**config.mk**
```make
export PLATFORM = sky130hd
export DESIGN_NAME = imm_ext_pipe
export DESIGN_NICKNAME = d
export VERILOG_FILES = /design/src/rtl/imm_ext_pipe.sv
export SDC_FILE = /design/constraint.sdc
export NUM_CORES = 1
export LEC_CHECK = 0
export ABC_AREA = 1
export BUFFER_PORTS_ARGS = -buffer_cell sky130_fd_sc_hd__buf_2
export CAP_MARGIN = 20
export CORE_MARGIN = 4
export CORE_UTILIZATION = 50
export DETAILED_ROUTE_END_ITERATION = 8
export GPL_TIMING_DRIVEN = 0
export PLACE_DENSITY_LB_ADDON = 0.1
export SLEW_MARGIN = 20
export SYNTH_ARGS = -nofsm -noshare
export SYNTH_HDL_FRONTEND = slang
export SYNTH_SLANG_ARGS = --single-unit
```
**constraint.sdc**
```tcl
create_clock -name clk -period 2.2 [get_ports clk]
set_clock_uncertainty 0.15 [all_clocks]
set_input_delay 0 -clock clk [delete_from_list [all_inputs] [get_ports clk]]
set_output_delay 0 -clock clk [all_outputs]
set_load 0.03 [all_outputs]
```
**src/rtl/imm_ext_pipe.sv**
```systemverilog
// Registered immediate extender for the decode->execute boundary.
// Five extension modes, valid/ready on both sides, 2-entry skid for full throughput.

// state | meaning
// EMPTY | no entry held, imm_out not valid
// ONE   | main register holds the oldest entry, skid empty
// FULL  | main and skid both hold entries, input stalled
module imm_ext_pipe #(
   parameter int IN_W  = 16,
   parameter int OUT_W = 32,
   parameter int CNT_W = 8
) (
   input  logic             clk,
   input  logic             rst,
   input  logic             in_valid,
   output logic             in_ready,
   input  logic [IN_W-1:0]  imm_in,
   input  logic [2:0]       ext_op,
   output logic             out_valid,
   input  logic             out_ready,
   output logic [OUT_W-1:0] imm_out,
   output logic             out_err,
   output logic             err_sticky,
   output logic [CNT_W-1:0] err_cnt
);

   localparam int PAD = OUT_W - IN_W;

   // Encoding is {main valid, skid valid}; 01 never occurs.
   typedef enum logic [1:0] {
      EMPTY = 2'b00,
      ONE   = 2'b10,
      FULL  = 2'b11
   } state_t;

   state_t           state;
   logic [OUT_W-1:0] m_data, s_data;
   logic             m_err, s_err;
   logic [OUT_W-1:0] ext_data, zero_ext, sign_ext;
   logic             ext_err;
   logic             accept, issue;

   always_comb begin
      zero_ext = {{PAD{1'b0}}, imm_in};
      sign_ext = {{PAD{imm_in[IN_W-1]}}, imm_in};
      ext_data = '0;
      ext_err  = 1'b0;
      case (ext_op)
         3'b000:  ext_data = zero_ext;
         3'b001:  ext_data = sign_ext;
         3'b010:  ext_data = {imm_in, {PAD{1'b0}}};
         3'b011:  ext_data = sign_ext << 2;
         3'b100:  ext_data = zero_ext << 2;
         default: ext_err  = 1'b1;
      endcase
   end

   // in_ready depends only on registered state, never on out_ready.
   assign in_ready  = ~state[0];
   assign out_valid = state[1];
   assign imm_out   = m_data;
   assign out_err   = m_err;
   assign accept    = in_valid & in_ready;
   assign issue     = out_valid & out_ready;

   always_ff @(posedge clk) begin
      if (rst) begin
         state      <= EMPTY;
         m_data     <= '0;
         m_err      <= 1'b0;
         s_data     <= '0;
         s_err      <= 1'b0;
         err_sticky <= 1'b0;
         err_cnt    <= '0;
      end else begin
         case (state)
            EMPTY: begin
               if (accept) begin
                  m_data <= ext_data;
                  m_err  <= ext_err;
                  state  <= ONE;
               end
            end
            ONE: begin
               if (accept && issue) begin
                  m_data <= ext_data;
                  m_err  <= ext_err;
               end else if (accept) begin
                  s_data <= ext_data;
                  s_err  <= ext_err;
                  state  <= FULL;
               end else if (issue) begin
                  state  <= EMPTY;
               end
            end
            FULL: begin
               if (issue) begin
                  m_data <= s_data;
                  m_err  <= s_err;
                  state  <= ONE;
               end
            end
            default: state <= EMPTY;
         endcase

         if (accept && ext_err) begin
            err_sticky <= 1'b1;
            if (!(&err_cnt))
               err_cnt <= err_cnt + CNT_W'(1'b1);
         end
      end
   end

endmodule
```
### Yosys cells after proc, flatten, opt, wreduce, memory -nomap -nowiden

Index checks and enable logic that the tools add are counted.

* bits in registers: 77
* bits of input ports: 23
* output and inout port bits: 44
* word-level logic and storage cells: 51

* $add $sub $neg: 1
* equal/unequal tests: 11
* mux-type cells: 16
* bitwise logic cells: 5
* reduce and logical (&&, ||, !) cells: 11

Operators with widths (number)
* one-hot mux 32 bit (5 select lines): 1
* 2-to-1 mux 32 bit: 3
* one-hot mux 32 bit (3 select lines): 1
* 2-to-1 mux 2 bit: 5
* adder 8 x 1 -> 8 bit, second input constant: 1
* inequality test 2 bit, second input constant: 4
* AND reduction 4 bit: 2
* AND reduction 8 bit: 1
* == test 3 x 2 -> 1 bit, second input constant: 2
* one-hot mux 2 bit (3 select lines): 1
* OR reduction 5 bit: 1
* == test 2 bit, second input constant: 2
* 2-to-1 mux 1 bit: 4
* == test 3 x 1 -> 1 bit, second input constant: 1
* == test 3 bit, second input constant: 1
* logical NOT 3 bit: 1
* inequality test 3 bit, second input constant: 1
* NOT 1 bit: 3
* one-hot mux 1 bit (3 select lines): 1
* AND reduction 3 bit: 1
* nonzero test 3 bit: 1
* bitwise AND 1 bit: 2
* logical AND 1 bit: 2
* logical NOT 2 bit: 1
* AND reduction 2 bit: 1

### Longest topological paths before layout

Gate-level depths: netlist of run 1.

* depth after elaboration: 5
* depth in mapped cells: 9
* depth with buffers taken out: 8

### Least setup slack after synthesis of run 1

No wires, ideal clock.

* kind: reg-to-reg
* start: reg state[1]
* end: reg m_data[21], in the netlist imm_out[21]
* setup time: 0.117 ns
* arrival: 1.632 ns
* data required time: 1.933 ns
* setup slack: 0.301 ns
* stages on the path, launching flop included: 10
* path buffers: 1
* clock period less this slack: 1.899 ns
* cells stage by stage: dfxtp_1 -> inv_1 -> ha_1 -> inv_1 -> nand3_2 -> nor2_4 -> buf_4 -> nand2_1 -> nor2_1 -> nor2_1

* longest elaborated chain between the ends: 4
* elaborated cells on any way between the ends: 11
* classes of those cells: eq/ne (5); mux (1); bitwise (1); reduce/logical (4)

Ends and longest elaborated chain
* start, declared: RTL line 36 `state_t state;`
* start signal, assigned: RTL line 68 `state <= EMPTY;`
* start signal, assigned: RTL line 81 `state <= ONE;`
* start signal, assigned: RTL line 91 `state <= FULL;`
* bitwise AND 1 bit: RTL line 64 `assign issue = out_valid & out_ready;`
* logical AND 1 bit: RTL line 85 `if (accept && issue) begin`
* inequality test 2 bit (no source line)
* AND reduction 4 bit (no source line)
* end signal, assigned: RTL line 79 `m_data <= ext_data;`
* end signal, assigned: RTL line 86 `m_data <= ext_data;`
* end signal, assigned: RTL line 98 `m_data <= s_data;`
* end, declared: RTL line 37 `logic [OUT_W-1:0] m_data, s_data;`

Several ways; a longest one is shown, not always the timed one.
A chain may end at the register's enable or synchronous reset.

### Worst setup path in the final report of run 1

* start: reg state[1]
* end: reg m_data[29], in the netlist imm_out[29]

Same word-level chain as after synthesis.

==> results.tsv, run 1 <==
metric	value	unit
worst endpoint required time	2.31	ns
Post-Syn Instances	601	
status	complete, no violations	
largest stage delay on the critical path	0.44	ns
final cell count without fillers	801	
DP Area	0.00434	mm²
die extent in y	96.3	µm
die extent in x	96.3	µm
WHS	0.0276	ns
DPL Wire Length	7980	µm
Pleak	0.00233	µW
CP endpoint kind	flip-flop	
max_cap viols	0	
min cycle time layout	2.00	ns
CTS H-tree lvls	3	
most frequent cells in the layout	128 x nand2_1, 125 x nor2_1, 77 x dfxtp_1, 73 x buf_2, 67 x o21ai_0	
IO buf count	63	
Least-Margin Pin Slew	0.581	ns
IO Count	67	
row count	31	
drt initial violations	357	
Vias	4272	
worst min-delay path class	input pin to flip-flop	
main combinational cell family by area after synthesis	simple AND/OR/NAND/NOR gates	
part of the cycle the worst path needs	90.8	%
fill count	712	
Rel. slew slack	61.0	%
post-route cell area	0.00476	mm²
Hold Vio Cnt, Final	0	
Reg clk slew, reported paths	0.09	ns
pre-CTS WS	0.204	ns
Root Buffer	clkbuf_8	
routability congestion estimate	0.850	
diodes inserted	0	
layout net count	725	
power per cell area	1150	mW/mm²
DRT Pass-1 Iters	6	
CTS sink count	77	
Residual DRC	0	
commonest non-fill, non-tap cell in the layout	nand2_1	
antenna violations before repair	0	
CP Class	flip-flop to flip-flop	
CP Data Arrival Time	2.11	ns
sequential-to-total area share from yosys stat	39.6	%
Area Growth Syn to Fin	22.1	%
worst-path cell chain	inv_1 -> ha_1 -> inv_1 -> nand3_2 -> nor2_4 -> buf_4 -> buf_6 -> nand2_1 -> nor2_1 -> nor2_1	
RSZ-0062 raised after global routing	no	
mux cell area share after synthesis	0	%
CTS Buffer Depth	2	
Post-Synth Adder-Cell Area	1.61	%
final worst slack	0.201	ns
worst vdd ir	0.000666	V
share of the synthesized area in the top cell type	39.6	%
area leader, netlist	dfxtp_1	
critical path launch point type	flip-flop	
largest net degree at the start of global routing	16	
synth warn	0	
setup TNS	0	ns
Worst-Skew Late Latency	0.36	ns
die footprint	0.00927	mm²
wire per inst	14.2	µm
CTS tree	done	
Max Fclk	500	MHz
Simple-Gate Fraction of Synth Area	34.7	%
#FFs+latches synth	77	
Synth Area in XOR/XNOR	0.449	%
synth unique cells	26	
TritonCTS Buffers	9	
critical path peak fanout	10	
Mapped Nets	629	
WL final	11300	µm
GRT Total Usage	25.7	%
Avg Inst Size Synth	6.49	µm²
Slowest-stage cell, CP	dfxtp_1	
GRT Residual Overflow	0	
vias per inst	5.33	
Starting Density	52.6	%
dpl cells	763	
share of post-route cells with drive strength above 1	16.2	%
core box area	0.00741	mm²
Cell Area, Synth	0.00390	mm²
FF-to-FF setup slack	0.20	ns
final setup fails	0	
first-pass GRT wire length	18500	µm
Max Slew Vio Count	0	
Area contributors post-synth	dfxtp_1 40%, nand2_1 12%, nor2_1 12%	
Compound-Gate Fraction of Synth Area	14.6	%
Final ANT Viol Nets	0	
vias in the first global route	3866	
-- report_power, final --
group          total (µW)  switching (µW)  leakage (µW)  internal (µW)
clock                1100             567      0.000100            537
combinational        2370            1610       0.00160            765
sequential           1990             194      0.000632           1790
total                5470            2370       0.00233           3100
-- flip-flops by register name, summed over array words and instances (netlist names) --
name        count
out_err         1
state           2
imm_out        32
s_data         32
err_sticky      1
err_cnt         8
s_err           1
-- logic make-up after synthesis --
family	after synthesis
flops	77
buf+inv	79
compound gates	113
simple gates	325
xor+xnor	2
fa+ha+maj	5
-- Yosys cell counts --
master    instances
nand2_1         128
o21ai_1           4
inv_1            38
o21ai_0          67
dfxtp_1          77
nand3_2           1
a21oi_1          40
nand3_1          41
a211oi_1          2
nor2_1          125
nand4_1          20
nand2_2           2
nor2_2            4
xor2_1            1
nor3_1            3
buf_1             3
clkbuf_2          4
ha_1              5
buf_6             2
buf_2            10
clkinv_1          1
inv_2             2
clkbuf_1         13
xnor2_1           1
buf_4             6
nor2_4            1
-- metrics by stage --
stage | total power (µW) | util [%]
after floorplan | 3640 | -
after global placement | 4230 | 58.5
after detailed placement | 4290 | 58.5
after CTS | 5430 | 63.9
after global routing | 5860 | 64.2
final | 5470 | 64.2
-- critical path: cells and delay by family (launching register included) --
family,cells,cell delay [ns]
and+or+nand+nor,5,0.62
buffers and inverters,4,0.47
DFF,1,0.44
adders and majority gates,1,0.22
-- cell type report --
| type | count | area, µm² | area share, % |
|---|---|---|---|
| clock inverter | 7 | 81.3 | 1.71 |
| multi-input combinational | 445 | 2000 | 42.1 |
| inverter | 41 | 154 | 3.24 |
| clock buffer | 9 | 124 | 2.60 |
| timing repair buffer | 85 | 528 | 11.1 |
| sequential | 77 | 1540 | 32.4 |
| buffer | 38 | 200 | 4.21 |
| tap | 99 | 124 | 2.60 |
-- routing by layer --
metal / track usage (%) / vias to the layer above / part of all wire, %
met5: 0 / - / 0
met4: 11.0 / 0 / 2.4
met3: 5.00 / 30 / 7.1
met2: 40.8 / 157 / 46
met1: 33.8 / 1947 / 44
li1: - / 2138 / -
-- timing repair --
item	CTS	global route
endpoints found under the setup margin	0	8
hold endpoints to repair	59	0
resized for setup	0	2
setup buffers	0	3
hold buffers	19	0
-- worst paths after layout --
kind | from | end | depth (start not counted)
setup / recovery | state[1] | imm_out[29] | 10
hold / removal | in_valid | state[1] | 7
setup reg to reg | state[1] | imm_out[29] | 10
hold reg to reg | s_data[1] | s_data[1] | 2
Power figures use the tool's default switching activity.
==> run 2: changes to the inputs <==
--- a/config.mk
+++ b/config.mk
@@ -5,7 +5,7 @@
 export SDC_FILE = /design/constraint.sdc
 export NUM_CORES = 1
 export LEC_CHECK = 0
-export ABC_AREA = 1
+export ABC_AREA = 0
 export BUFFER_PORTS_ARGS = -buffer_cell sky130_fd_sc_hd__buf_2
 export CAP_MARGIN = 20
 export CORE_MARGIN = 4
==> run 2 against run 1 <==
  * Register-to-register slack got worse by 0.11 ns
  * Power down 18%
  * Fmax shrank 5.4%
  * Sequential share of layout area rose by 0.20 points
  * Sequential power decreased by 9%
  * Synthesized cell count down 27%
  * First-iteration DRC count fell by 22%
  * Worst setup slack worse by 0.11 ns
  * Clock power decreased by 13%
  * Count of clock-buffer cells in the layout rose by 2
  * Global-route usage decreased by 1.0 points
  * Highest routed layer unchanged
==> results.tsv, run 2 <==
metric	value	unit	change
post-route cell area	0.00475	mm²	-0.13%
CTS sink count	77		unchanged
Logic pwr share	38.5	%	-4.9 points
part of the cycle the worst path needs	96.1	%	+5.2 points
IO buf count	64		+1.6%
Avg Inst Size Synth	8.64	µm²	+33%
asr flop ratio synth	0	%	unchanged
Area contributors post-synth	dfxtp_1 41%, nand2b_1 9.4%, a32o_1 7.4%		
synth unique cells	40		+54%
worst vdd ir	0.000492	V	-26%
min cycle time layout	2.11	ns	+0.115 ns
met3 Usage GRT	4.18	%	-0.82 points
TritonCTS Buffers	9		unchanged
Residual DRC	0		unchanged
DRT Pass-1 Iters	7		+1
final cell count without fillers	646		-19%
WHS	0.0360	ns	+0.00840 ns
final setup fails	0		unchanged
area leader, netlist	dfxtp_1		
most frequent cells in the layout	75 x dfxtp_1, 70 x buf_2, 57 x nand2b_1, 41 x nor2_1, 32 x a211oi_1		
Least-Margin Pin Slew	0.642	ns	+0.0613 ns
CTS tree	done		
dpl cells	603		-21%
Max Fclk	473	MHz	-5.4%
Rel. slew slack	57.2	%	-3.8 points
Most used DFF post-synth	dfxtp_1		
drt initial violations	278		-22%
routability congestion estimate	0.880		+3.5%
sw frac	38.0	%	-5.3 points
core box area	0.00733	mm²	-1.0%
Hold Vio Cnt, Final	0		unchanged
synth warn	0		unchanged
Mapped Nets	468		-26%
power per cell area	948	mW/mm²	-18%
DP Area	0.00425	mm²	-2.0%
share of post-route cells with drive strength above 1	20.8	%	+4.6 points
die footprint	0.00906	mm²	-2.2%
Vias	3710		-13%
Max Slew Vio Count	0		unchanged
worst min-delay path class	input pin to flip-flop		
GR Util met1	33.2	%	-0.59 points
CP Class	flip-flop to flip-flop		
CTS Buffer Depth	2		unchanged
CP Data Arrival Time	2.26	ns	+0.15 ns
internal power	2790	µW	-9.9%
WL final	10700	µm	-6.0%
GRT Residual Overflow	0		unchanged
largest net degree at the start of global routing	14		-2
Clock Power Share	21.2	%	+1.0 points
row count	31		unchanged
sequential-to-total area share from yosys stat	40.5	%	+0.99 points
diodes inserted	0		unchanged
IO Count	67		unchanged
#FFs+latches synth	77		unchanged
vias per inst	5.74		+7.7%
first-pass GRT wire length	17500	µm	-5.3%
grt peak-use layer	met2		
Area Growth Syn to Fin	24.9	%	
Pleak	0.00197	µW	-16%
vias in the first global route	3558		-8.0%
fill count	634		-11%
Final ANT Viol Nets	0		unchanged
die extent in x	95.2	µm	-1.1%
met2 Use GR	38.8	%	-2.1 points
GRT Total Usage	24.6	%	-1.0 points
commonest non-fill, non-tap cell in the layout	dfxtp_1		
antenna violations before repair	0		unchanged
Starting Density	51.9	%	-0.74 points
critical path peak fanout	10		unchanged
Reg clk slew, reported paths	0.08	ns	about the same
share of the synthesized area in the top cell type	40.5	%	+0.99 points
worst endpoint required time	2.34	ns	+0.03 ns
CP endpoint kind	flip-flop		
layout net count	570		-21%
die extent in y	95.2	µm	-1.1%
Switching Power	1710	µW	-28%
count leader, synth	dfxtp_1		
status	complete, no violations		
Seq pwr share	40.3	%	+3.9 points
Cell Area, Synth	0.00380	mm²	-2.4%
Root Buffer	clkbuf_8		
Final Power	4500	µW	-18%
Post-synth EDFFs	0		unchanged
critical path launch point type	flip-flop		
max_cap viols	0		unchanged
Post-synth top cells	77 x dfxtp_1, 57 x nand2b_1, 42 x nor2_1		
Post-Syn Instances	440		-27%
wire per inst	16.5	µm	+17%
Worst-Skew Late Latency	0.35	ns	about the same
DPL Wire Length	7490	µm	-6.1%
CTS H-tree lvls	3		unchanged
## run 2: power by group through the flow
stage               sequential, µW  combinational [µW]  clock, µW
finish                        1810                1730        956
global route                  1850                1890       1050
CTS                           1810                1610        981
detailed placement            1840                1570          0
global placement              1830                1550          0
floorplan                     2110                 860          0
## run 2: cell type report
cell class                 count  area [µm²]  share of cell area [%]
timing repair buffer          91         581                    12.2
buffer                        37         206                    4.35
inverter                       5        18.8                   0.395
sequential                    77        1550                    32.6
tap                           99         124                    2.61
multi-input combinational    321        2100                    44.1
clock inverter                 5        33.8                   0.711
clock buffer                  11         141                    2.98
## run 2: per-layer routing
| metal | vias up | routed length (µm) |
|---|---|---|
| met4 | 0 | 291 |
| li1 | 1806 | - |
| met5 | - | 0 |
| met1 | 1739 | 4900 |
| met3 | 27 | 634 |
| met2 | 138 | 4830 |
## run 2: worst max-delay path, stage by stage (launching register included)
cell and delay [ns]:
dfxtp_4 0.37, ha_1 0.21, buf_6 0.14, or2_4 0.25, a221oi_4 0.30, and2b_1 0.18, buf_6 0.13, buf_8 0.14
a32o_1 0.17
## run 2: repair_timing
action                                  CTS  global route
hold buffers                             23             0
endpoints found under the setup margin   50            61
buffers inserted                          0             4
pin swaps                                 0             1
resized for setup                         5            19
endpoints found under the hold margin    61             0
## run 2: stage by stage
stage | setup slack, ns | setup TNS [ns] | utilization, %
2_1_floorplan | 0.0566 | 0 | -
3_3_place_gp | -0.0935 | -2.57 | 57.9
3_5_place_dp | -0.155 | -4.34 | 57.9
4_1_cts | -0.00954 | -0.0544 | 63.6
5_1_grt | -0.0145 | -0.0638 | 64.8
6_report | 0.0866 | 0 | 64.8
## run 2: worst paths after layout
| check | start | cells past startpoint | end | slack, ns |
|---|---|---|---|---|
| worst min-delay path | rst | 3 | err_cnt[7] | 0.04 |
| worst max-delay path | state[1] | 8 | imm_out[25] | 0.09 |
| worst max register to register | state[1] | 8 | imm_out[25] | 0.09 |
| worst min register to register | s_data[0] | 2 | s_data[0] | 0.30 |
## run 2: cell families after synthesis
logic type | after synthesis | synth area share, %
AOI/OAI and AO/OA | 122 | 24.4
xor gates and xnor gates | 1 | 0.230
adders and majority gates | 5 | 1.65
buffers and inverters | 42 | 5.33
DFF | 77 | 40.5
muxes | 6 | 1.61
and+or+nand+nor | 187 | 26.2
==> run 3: changes to the inputs <==
--- a/config.mk
+++ b/config.mk
@@ -13,6 +13,7 @@
 export DETAILED_ROUTE_END_ITERATION = 8
 export GPL_TIMING_DRIVEN = 0
 export PLACE_DENSITY_LB_ADDON = 0.1
+export SETUP_SLACK_MARGIN = 0.1
 export SLEW_MARGIN = 20
 export SYNTH_ARGS = -nofsm -noshare
 export SYNTH_HDL_FRONTEND = slang
==> run 3 against run 2 <==
  * Design area up 2.1%
  * Clock power up 0.9%
  * Global-route usage up 0.31 points
  * Utilization up 1.3 points
==> results.tsv, run 3 (synthesis gave the netlist of run 2 again) <==
metric	value	unit	change
Final ANT Viol Nets	0		unchanged
IO buf count	64		unchanged
max_cap viols	0		unchanged
Max Slew Vio Count	0		unchanged
die footprint	0.00906	mm²	unchanged
GRT Residual Overflow	0		unchanged
Sequential cell area	0.00155	mm²	unchanged
Pleak	0.00201	µW	+2.4%
RSZ-0062 raised after global routing	yes		
min cycle time layout	2.11	ns	-0.00312 ns
largest net degree at the start of global routing	14		unchanged
layout net count	575		+0.88%
Worst-Skew Late Latency	0.35	ns	about the same
DRT Pass-1 Iters	5		-2
FF-to-FF setup slack	0.09	ns	about the same
Residual DRC	0		unchanged
routability congestion estimate	0.879		about the same
Root Buffer	clkbuf_8		
vias per inst	5.79		+0.86%
Least-Margin Pin Slew	0.671	ns	+0.0296 ns
GRT Total Usage	24.9	%	+0.31 points
worst min-delay path class	input pin to flip-flop		
power per cell area	956	mW/mm²	+0.85%
met3 Usage GRT	4.10	%	-0.079 points
core box area	0.00733	mm²	unchanged
Max Fclk	474	MHz	+0.15%
Reg clk slew, reported paths	0.08	ns	about the same
final core utilization	66.2	%	+1.3 points
CP Data Arrival Time	2.26	ns	about the same
CTS Buffer Depth	2		unchanged
antenna violations before repair	0		unchanged
first-pass GRT wire length	17600	µm	+0.83%
drt initial violations	288		+3.6%
most frequent cells in the layout	75 x dfxtp_1, 70 x buf_2, 57 x nand2b_1, 41 x nor2_1, 32 x a211oi_1		
critical path peak fanout	8		-2
row count	31		unchanged
IO Count	67		unchanged
Starting Density	51.9	%	unchanged
CP endpoint kind	flip-flop		
wire per inst	16.9	µm	+2.5%
met2 Use GR	39.2	%	+0.47 points
CTS H-tree lvls	3		unchanged
diodes inserted	0		unchanged
CP Class	flip-flop to flip-flop		
die extent in x	95.2	µm	unchanged
TritonCTS Buffers	9		unchanged
multi-input logic area	0.00211	mm²	+0.78%
WHS	0.0656	ns	+0.0297 ns
commonest non-fill, non-tap cell in the layout	dfxtp_1		
grt peak-use layer	met2		
worst vdd ir	0.000501	V	+2.0%
WL final	11000	µm	+3.3%
Hold Vio Cnt, Final	0		unchanged
share of post-route cells with drive strength above 1	22.5	%	+1.6 points
final setup fails	0		unchanged
Vias	3771		+1.6%
CTS tree	done		
GR Util met1	33.2	%	+0.049 points
part of the cycle the worst path needs	95.9	%	-0.14 points
Rel. slew slack	55.2	%	-2.0 points
CTS sink count	77		unchanged
fill count	614		-3.2%
vias in the first global route	3580		+0.62%
critical path launch point type	flip-flop		
worst endpoint required time	2.35	ns	about the same
status	complete, no violations		
die extent in y	95.2	µm	unchanged
Area Growth Syn to Fin	27.5	%	
DPL Wire Length	7490	µm	about the same
run 3: where the power goes:
part | switching, µW | internal [µW] | total, µW
Combinational | 1090 | 755 | 1850
Clock | 525 | 441 | 965
Sequential | 144 | 1680 | 1820
Total | 1760 | 2870 | 4630
run 3: per-stage QoR:
stage                     area, µm²  std cells  power (µW)  TNS, ns  setup WS [ns]
final                          4850        651        4630        0         0.0898
after global routing           4850        651        4900  -0.0626        -0.0153
after CTS                      4720        644        4480        0          0.102
after detailed placement       4250        603        3410    -2.49         -0.106
after global placement         4250        603        3380    -1.44        -0.0645
after floorplan                3800        440        2970        0          0.123
run 3: routing by layer:
| layer | vias up | share of wire [%] |
|---|---|---|
| met1 | 1779 | 45 |
| met5 | - | 0 |
| met2 | 151 | 46 |
| li1 | 1816 | - |
| met4 | 0 | 2.8 |
| met3 | 25 | 6.7 |
run 3: final timing paths:
kind | startpoint | to | cells after the start
setup / recovery | state[0] | imm_out[16] | 8
hold / removal | rst | err_cnt[7] | 3
setup reg to reg | state[0] | imm_out[16] | 8
hold reg to reg | s_data[0] | s_data[0] | 2
run 3: timing repair:
item / in CTS / in global routing
pin swaps: 1 / 3
cloned: 0 / 2
resized for setup: 15 / 14
setup endpoints to repair: 55 / 62
hold buffers: 23 / 0
setup buffers: 2 / 5
endpoints found under the hold margin: 63 / 0
run 3: cell type report:
type | instances | area share, %
inverters | 5 | 0.439
well taps | 99 | 2.55
clock buffers | 11 | 2.92
clock inverters | 5 | 0.697
flip-flops and latches | 77 | 31.9
plain buffers | 37 | 4.26
multi-input cells | 321 | 43.6
repair buffers | 96 | 13.6
run 3: worst max-delay path, cell delays in order (launching register included):
cell       delay [ns]
dfxtp_4          0.40
inv_4            0.05
ha_4             0.17
or2_4            0.26
a221oi_4         0.37
and2b_1          0.18
buf_6            0.17
clkbuf_16        0.17
a32o_1           0.14
